==> src/rtl/ipml_fifo_rr_arbiter_if.sv <==
// Handshake bundle between the prefetch FIFOs, the round-robin read
// scheduler and the downstream consumer. The scheduler takes the master
// modport. The FIFO/consumer environment takes the slave modport.
interface ipml_fifo_rr_arbiter_if #(
  parameter int c_N_PORTS = 4,
  parameter int c_W       = 32
);
  localparam int PW = (c_N_PORTS > 1) ? $clog2(c_N_PORTS) : 1;

  logic [c_N_PORTS-1:0]     src_vld;
  logic [c_N_PORTS*c_W-1:0] src_data;
  logic [c_N_PORTS-1:0]     src_en;
  logic [c_N_PORTS-1:0]     port_mask;
  logic [c_W-1:0]           dst_data;
  logic                     dst_vld;
  logic                     dst_rdy;
  logic [PW-1:0]            dst_port;
  logic                     dst_last;

  modport master (
    input  src_vld, src_data, port_mask, dst_rdy,
    output src_en, dst_data, dst_vld, dst_port, dst_last
  );

  modport slave (
    output src_vld, src_data, port_mask, dst_rdy,
    input  src_en, dst_data, dst_vld, dst_port, dst_last
  );
endinterface

==> src/rtl/ipml_fifo_rr_arbiter.sv <==
// Round-robin read scheduler: shares one valid/ready consumer between
// c_N_PORTS prefetch FIFOs, with grants limited to c_BURST beats.
//
// state   | meaning
// --------+---------------------------------------------------------------
// S_IDLE  | no grant; pick the next requester starting at ptr (bubble cycle)
// S_GRANT | port gnt drives dst; exits on burst limit or when its FIFO runs dry
module ipml_fifo_rr_arbiter #(
  parameter int c_N_PORTS = 4,
  parameter int c_W       = 32,
  parameter int c_BURST   = 8
) (
  input  logic                   clk,
  input  logic                   rst_n,
  ipml_fifo_rr_arbiter_if.master bus
);
  localparam int PW = (c_N_PORTS > 1) ? $clog2(c_N_PORTS) : 1;
  localparam int CW = (c_BURST > 1) ? $clog2(c_BURST) : 1;

  localparam logic [0:0]    S_IDLE   = 1'b0;
  localparam logic [0:0]    S_GRANT  = 1'b1;
  localparam logic [PW:0]   NP       = (PW+1)'(c_N_PORTS);
  localparam logic [PW-1:0] LAST_IDX = PW'(c_N_PORTS - 1);
  localparam logic [CW-1:0] CNT_LAST = CW'(c_BURST - 1);

  logic [0:0]           state;
  logic [PW-1:0]        gnt;
  logic [PW-1:0]        ptr;
  logic [CW-1:0]        cnt;
  logic [c_N_PORTS-1:0] req;
  logic [PW-1:0]        pick;
  logic                 found;
  logic [PW:0]          idx;
  logic [PW-1:0]        gnt_inc;
  logic                 vld_g;
  logic                 beat;
  logic                 at_limit;

  assign req      = bus.src_vld & bus.port_mask;
  assign vld_g    = bus.src_vld[gnt];
  assign beat     = (state == S_GRANT) & vld_g & bus.dst_rdy;
  assign at_limit = (cnt == CNT_LAST);
  assign gnt_inc  = (gnt == LAST_IDX) ? '0 : gnt + 1'b1;

  // Rotating priority search: first requester at ptr, ptr+1, ... with wrap.
  always_comb begin
    pick  = '0;
    found = 1'b0;
    idx   = '0;
    for (int i = 0; i < c_N_PORTS; i++) begin
      idx = {1'b0, ptr} + (PW+1)'(i);
      if (idx >= NP) idx = idx - NP;
      if (!found && req[idx[PW-1:0]]) begin
        pick  = idx[PW-1:0];
        found = 1'b1;
      end
    end
  end

  // Consumer-side outputs and FIFO pops, gated by the current grant.
  always_comb begin
    bus.src_en   = '0;
    bus.dst_vld  = 1'b0;
    bus.dst_last = 1'b0;
    if (state == S_GRANT) begin
      bus.dst_vld      = vld_g;
      bus.dst_last     = vld_g & at_limit;
      bus.src_en[gnt]  = bus.dst_rdy & vld_g;
    end
  end

  // The data mux follows gnt even in IDLE, so port 0 data shows after reset.
  assign bus.dst_data = bus.src_data[int'(gnt)*c_W +: c_W];
  assign bus.dst_port = gnt;

  // Grant FSM: arbitrate in IDLE, count beats in GRANT, rotate ptr on exit.
  always_ff @(posedge clk or negedge rst_n) begin
    if (!rst_n) begin
      state <= S_IDLE;
      gnt   <= '0;
      ptr   <= '0;
      cnt   <= '0;
    end else begin
      case (state)
        S_IDLE: begin
          if (|req) begin
            gnt   <= pick;
            cnt   <= '0;
            state <= S_GRANT;
          end
        end
        S_GRANT: begin
          if (!vld_g || (beat && at_limit)) begin
            state <= S_IDLE;
            ptr   <= gnt_inc;
          end else if (beat) begin
            cnt <= cnt + 1'b1;
          end
        end
        default: state <= S_IDLE;
      endcase
    end
  end
endmodule
==> src/flat_wrapper.sv <==
// flat-port wrapper written by rule: the top's interface ports become plain ports
module ipml_fifo_rr_arbiter_flat 
#(
  parameter int c_N_PORTS = 4,
  parameter int c_W       = 32,
  parameter int c_BURST   = 8
)
  (clk, rst_n, bus_src_vld, bus_src_data, bus_port_mask, bus_dst_rdy, bus_src_en, bus_dst_data, bus_dst_vld, bus_dst_port, bus_dst_last);
  ipml_fifo_rr_arbiter_if #(.c_N_PORTS(c_N_PORTS), .c_W(c_W)) bus_i ();
  input  logic clk;
  input  logic rst_n;
  input wire logic [$bits(bus_i.src_vld)-1:0] bus_src_vld;
  input wire logic [$bits(bus_i.src_data)-1:0] bus_src_data;
  input wire logic [$bits(bus_i.port_mask)-1:0] bus_port_mask;
  input wire logic [$bits(bus_i.dst_rdy)-1:0] bus_dst_rdy;
  output wire logic [$bits(bus_i.src_en)-1:0] bus_src_en;
  output wire logic [$bits(bus_i.dst_data)-1:0] bus_dst_data;
  output wire logic [$bits(bus_i.dst_vld)-1:0] bus_dst_vld;
  output wire logic [$bits(bus_i.dst_port)-1:0] bus_dst_port;
  output wire logic [$bits(bus_i.dst_last)-1:0] bus_dst_last;
  assign bus_i.src_vld = bus_src_vld;
  assign bus_i.src_data = bus_src_data;
  assign bus_i.port_mask = bus_port_mask;
  assign bus_i.dst_rdy = bus_dst_rdy;
  assign bus_src_en = bus_i.src_en;
  assign bus_dst_data = bus_i.dst_data;
  assign bus_dst_vld = bus_i.dst_vld;
  assign bus_dst_port = bus_i.dst_port;
  assign bus_dst_last = bus_i.dst_last;
  ipml_fifo_rr_arbiter #(.c_N_PORTS(c_N_PORTS), .c_W(c_W), .c_BURST(c_BURST)) u_core (.clk(clk), .rst_n(rst_n), .bus(bus_i));
endmodule
==> config.mk <==
export PLATFORM = sky130hd
export DESIGN_NAME = ipml_fifo_rr_arbiter_flat
export DESIGN_NICKNAME = d
export VERILOG_FILES = /design/src/rtl/ipml_fifo_rr_arbiter_if.sv /design/src/rtl/ipml_fifo_rr_arbiter.sv /design/src/flat_wrapper.sv
export SDC_FILE = /design/constraint.sdc
export NUM_CORES = 1
export LEC_CHECK = 0
export CORE_ASPECT_RATIO = 1.75
export CORE_MARGIN = 5
export CORE_UTILIZATION = 26
export CTS_BUF_LIST = sky130_fd_sc_hd__clkbuf_4 sky130_fd_sc_hd__clkbuf_8
export DETAILED_ROUTE_END_ITERATION = 10
export GPL_ROUTABILITY_DRIVEN = 0
export GPL_TIMING_DRIVEN = 1
export MAX_ROUTING_LAYER = met4
export PLACE_DENSITY_LB_ADDON = 0.15
export SYNTH_ARGS = -nofsm -noshare
export SYNTH_HDL_FRONTEND = slang
export SYNTH_SLANG_ARGS = --single-unit
==> constraint.sdc <==
create_clock -name clk -period 2.2 [get_ports clk]
set_input_delay 0.22 -clock clk [delete_from_list [all_inputs] [get_ports clk]]
set_output_delay 0.22 -clock clk [all_outputs]
set_load 0.02 [all_outputs]
==> impl_metrics.toml <==
[power]
power.total_uw = 2927
powerDensity_nw_per_um2 = 890.1
pwr-share-clk_pct = 7.0
p_seq_share_pct = 10.1
netSwitchingPower_uw = 1280
swShare_pct = 43.75
cellLeakagePower_uw = 0.001470
comb_power_share_pct = 82.9
power.internal_uw = 1646
vdd_drop_max_v = 0.0008172

[hold_path]
hold_path.class = "input pin to async pin"

[die]
top_level_ports = 179
dieArea_um2 = 6735
fp.dieW_um = 64.22
num_rows = 34
core_area_um2 = 4977
die_h_um = 104.9
initial_core_util_pct = 26.87

[logic_synthesis]
synth_warnings = 0
ys_seq_area_share_pct = 14.97
synth_area_per_cell_um2 = 12.99
synth.ff_latch_count = 8
synth_area_um2 = 1338
synthCells = 103
ys_types = 23
syn_nets = 248

[worst_setup_path]
cp.arrival_ns = 1.93
reg2regPathDepth = 5
endpoint_kind = "primary output"
critPathMaxFanout = 5
startpoint_type = "flop"
worstSetupPathType = "flop to primary output"
cp.required_ns = 1.98

[cells_and_area]
fin_nets = 429
num-fill-cells = 408
design_area_um2 = 3288
final_cell_mix = "clkdlybuf4s50_1 (140), mux4_2 (32), dlymetal6s2s_1 (20), dlygate4sd2_1 (18), nand2_1 (10)"
antenna_cells = 0
drive_gt1_share_pct = 16.25
final_common_cell = "clkdlybuf4s50_1"
area_growth_pct = 145.8

[clock_tree]
cts_sinks = 8
cts-root-buf = "clkbuf_8"
cts_tree = "built"
cts_max_level = 1
clk_pin_slew_ns = 0.04
clk_latency_ns = 0.24
cts_made_buffers = 3
post-cts-setup-buffers = 0
clockBufferDepth = 2

[placed_design]
dpl.hpwl_um = 6849
port_buffers = 178
dpl_cell_area_um2 = 3208

[global_route]
grt_pass1_vias = 1894
antenna_found_initial = 0
grt_usage_pct = 22.94
grt_first_pass_wirelength_um = 11320
grt_max_degree = 23
grt-ovfl-total = 0

[drt]
antenna_left = 0
vias_per_cell = 5.125
wl_um = 7840
drc = 0
drt-initial-drc-count = 40
wire_per_inst_um = 23.26
dr.pass1.iters = 4
routed-via-count = 1727

[timing]
relSlewSlack_pct = 73.55
min_period_ns = 2.151
worst_pin_slew_ns = 0.3955
whs_ns = 0.2766
fmax_mhz = 464.9
hold_viol_final = 0
setup_viol_count_final = 0
skew_ns = 0.002395
rsz0062_at_grt = "false"
fin_crit_sh_pct = 97.77
slew_viol_final = 0

[flow_run]
cap_violations = 0

[outcome]
outcome = "finished, final reports clean"
## logic make-up (layout without fill, tap and decap cells)
group | Yosys count | in the layout | synth area share [%]
buffers and inverters | 13 | 193 | 4.490
AND/OR/NAND/NOR | 25 | 25 | 9.074
flip-flops | 8 | 8 | 14.97
AO/OA/AOI/OAI | 17 | 17 | 8.887
multiplexers | 34 | 34 | 56.97
adder cells (fa/ha/maj) | 6 | 6 | 5.613
## sequential cells by signal (all words and copies together), names as in the netlist
register	flops
u_core.state	1
u_core.ptr	2
u_core.bus.dst_port	2
u_core.cnt	3
## per-stage QoR
stage	setup WS, ns	instances	TNS (ns)	utilization (%)
global route	0.002255	337	0	66.06
floorplan	0.2190	103	0	-
detailed placement	-0.1319	333	-0.5194	64.45
CTS	0.00003042	337	0	65.06
finish	0.04910	337	0	66.06
global placement	-0.1196	333	-0.4686	64.45
## Yosys cell counts, drive strengths merged
master	number	area (um2)
a21boi	2	15.01
a32o	2	20.02
and2	2	15.02
a21oi	2	10.01
a22o	3	26.28
nor2	4	15.01
nand2	10	37.54
o21ai	6	30.03
and3	5	31.28
mux4	33	747.0
mux2	1	15.01
buf	4	26.27
a41o	1	10.01
inv	4	15.01
clkbuf	5	18.77
nand3	2	10.01
dfrtp	8	200.2
nand2b	2	12.51
ha	6	75.07
o21a	1	7.510
## area by class of cell
cell class                 instances  area (um2)  area share [%]
tap                               54       67.56           2.055
sequential                         8       201.4           6.126
timing repair buffer             185        1878           57.12
multi-input combinational         82        1077           32.76
clock buffer                       4       48.80           1.484
inverter                           4       15.01          0.4566
## final timing paths
path / endpoint / startpoint / slack, ns
max: bus_src_en[1] / u_core.bus.dst_port[0] / 0.05
min: u_core.cnt[1] / rst_n / 0.28
max reg2reg: u_core.cnt[0] / u_core.bus.dst_port[0] / 0.26
min reg2reg: u_core.cnt[1] / u_core.cnt[1] / 0.51
max in group asynchronous: u_core.bus.dst_port[0] / rst_n / 1.62
min in group clk: u_core.cnt[1] / u_core.cnt[1] / 0.51
## routing by layer
layer	track usage [%]	up-vias	wire [um]
li1	-	796	-
met1	23.35	817	2735
met2	41.29	102	4180
met3	7.304	12	767
met4	6.114	0	157
met5	-	-	0
## repair_timing
item                       in CTS  in global routing
gates cloned                    0                  0
setup endpoints to repair      18                 20
resized for setup              19                 20
pin swaps                       0                  0
hold buffers                    0                  0
## critical path, cell delays in order (launching register included)
cell and delay (ns):
dfrtp_2 0.41, mux4_2 0.59, and2_4 0.21, and3_1 0.17, dlygate4sd2_1 0.32
## power groups by stage
stage          combinational, uW  sequential (uW)  clock [uW]
2_1_floorplan               1450              278           0
3_3_place_gp                2550              295           0
3_5_place_dp                2590              297           0
4_1_cts                     2500              296         209
5_1_grt                     2590              306         218
6_report                    2430              295         205
Note: power is estimated with default switching activity, not from simulation.
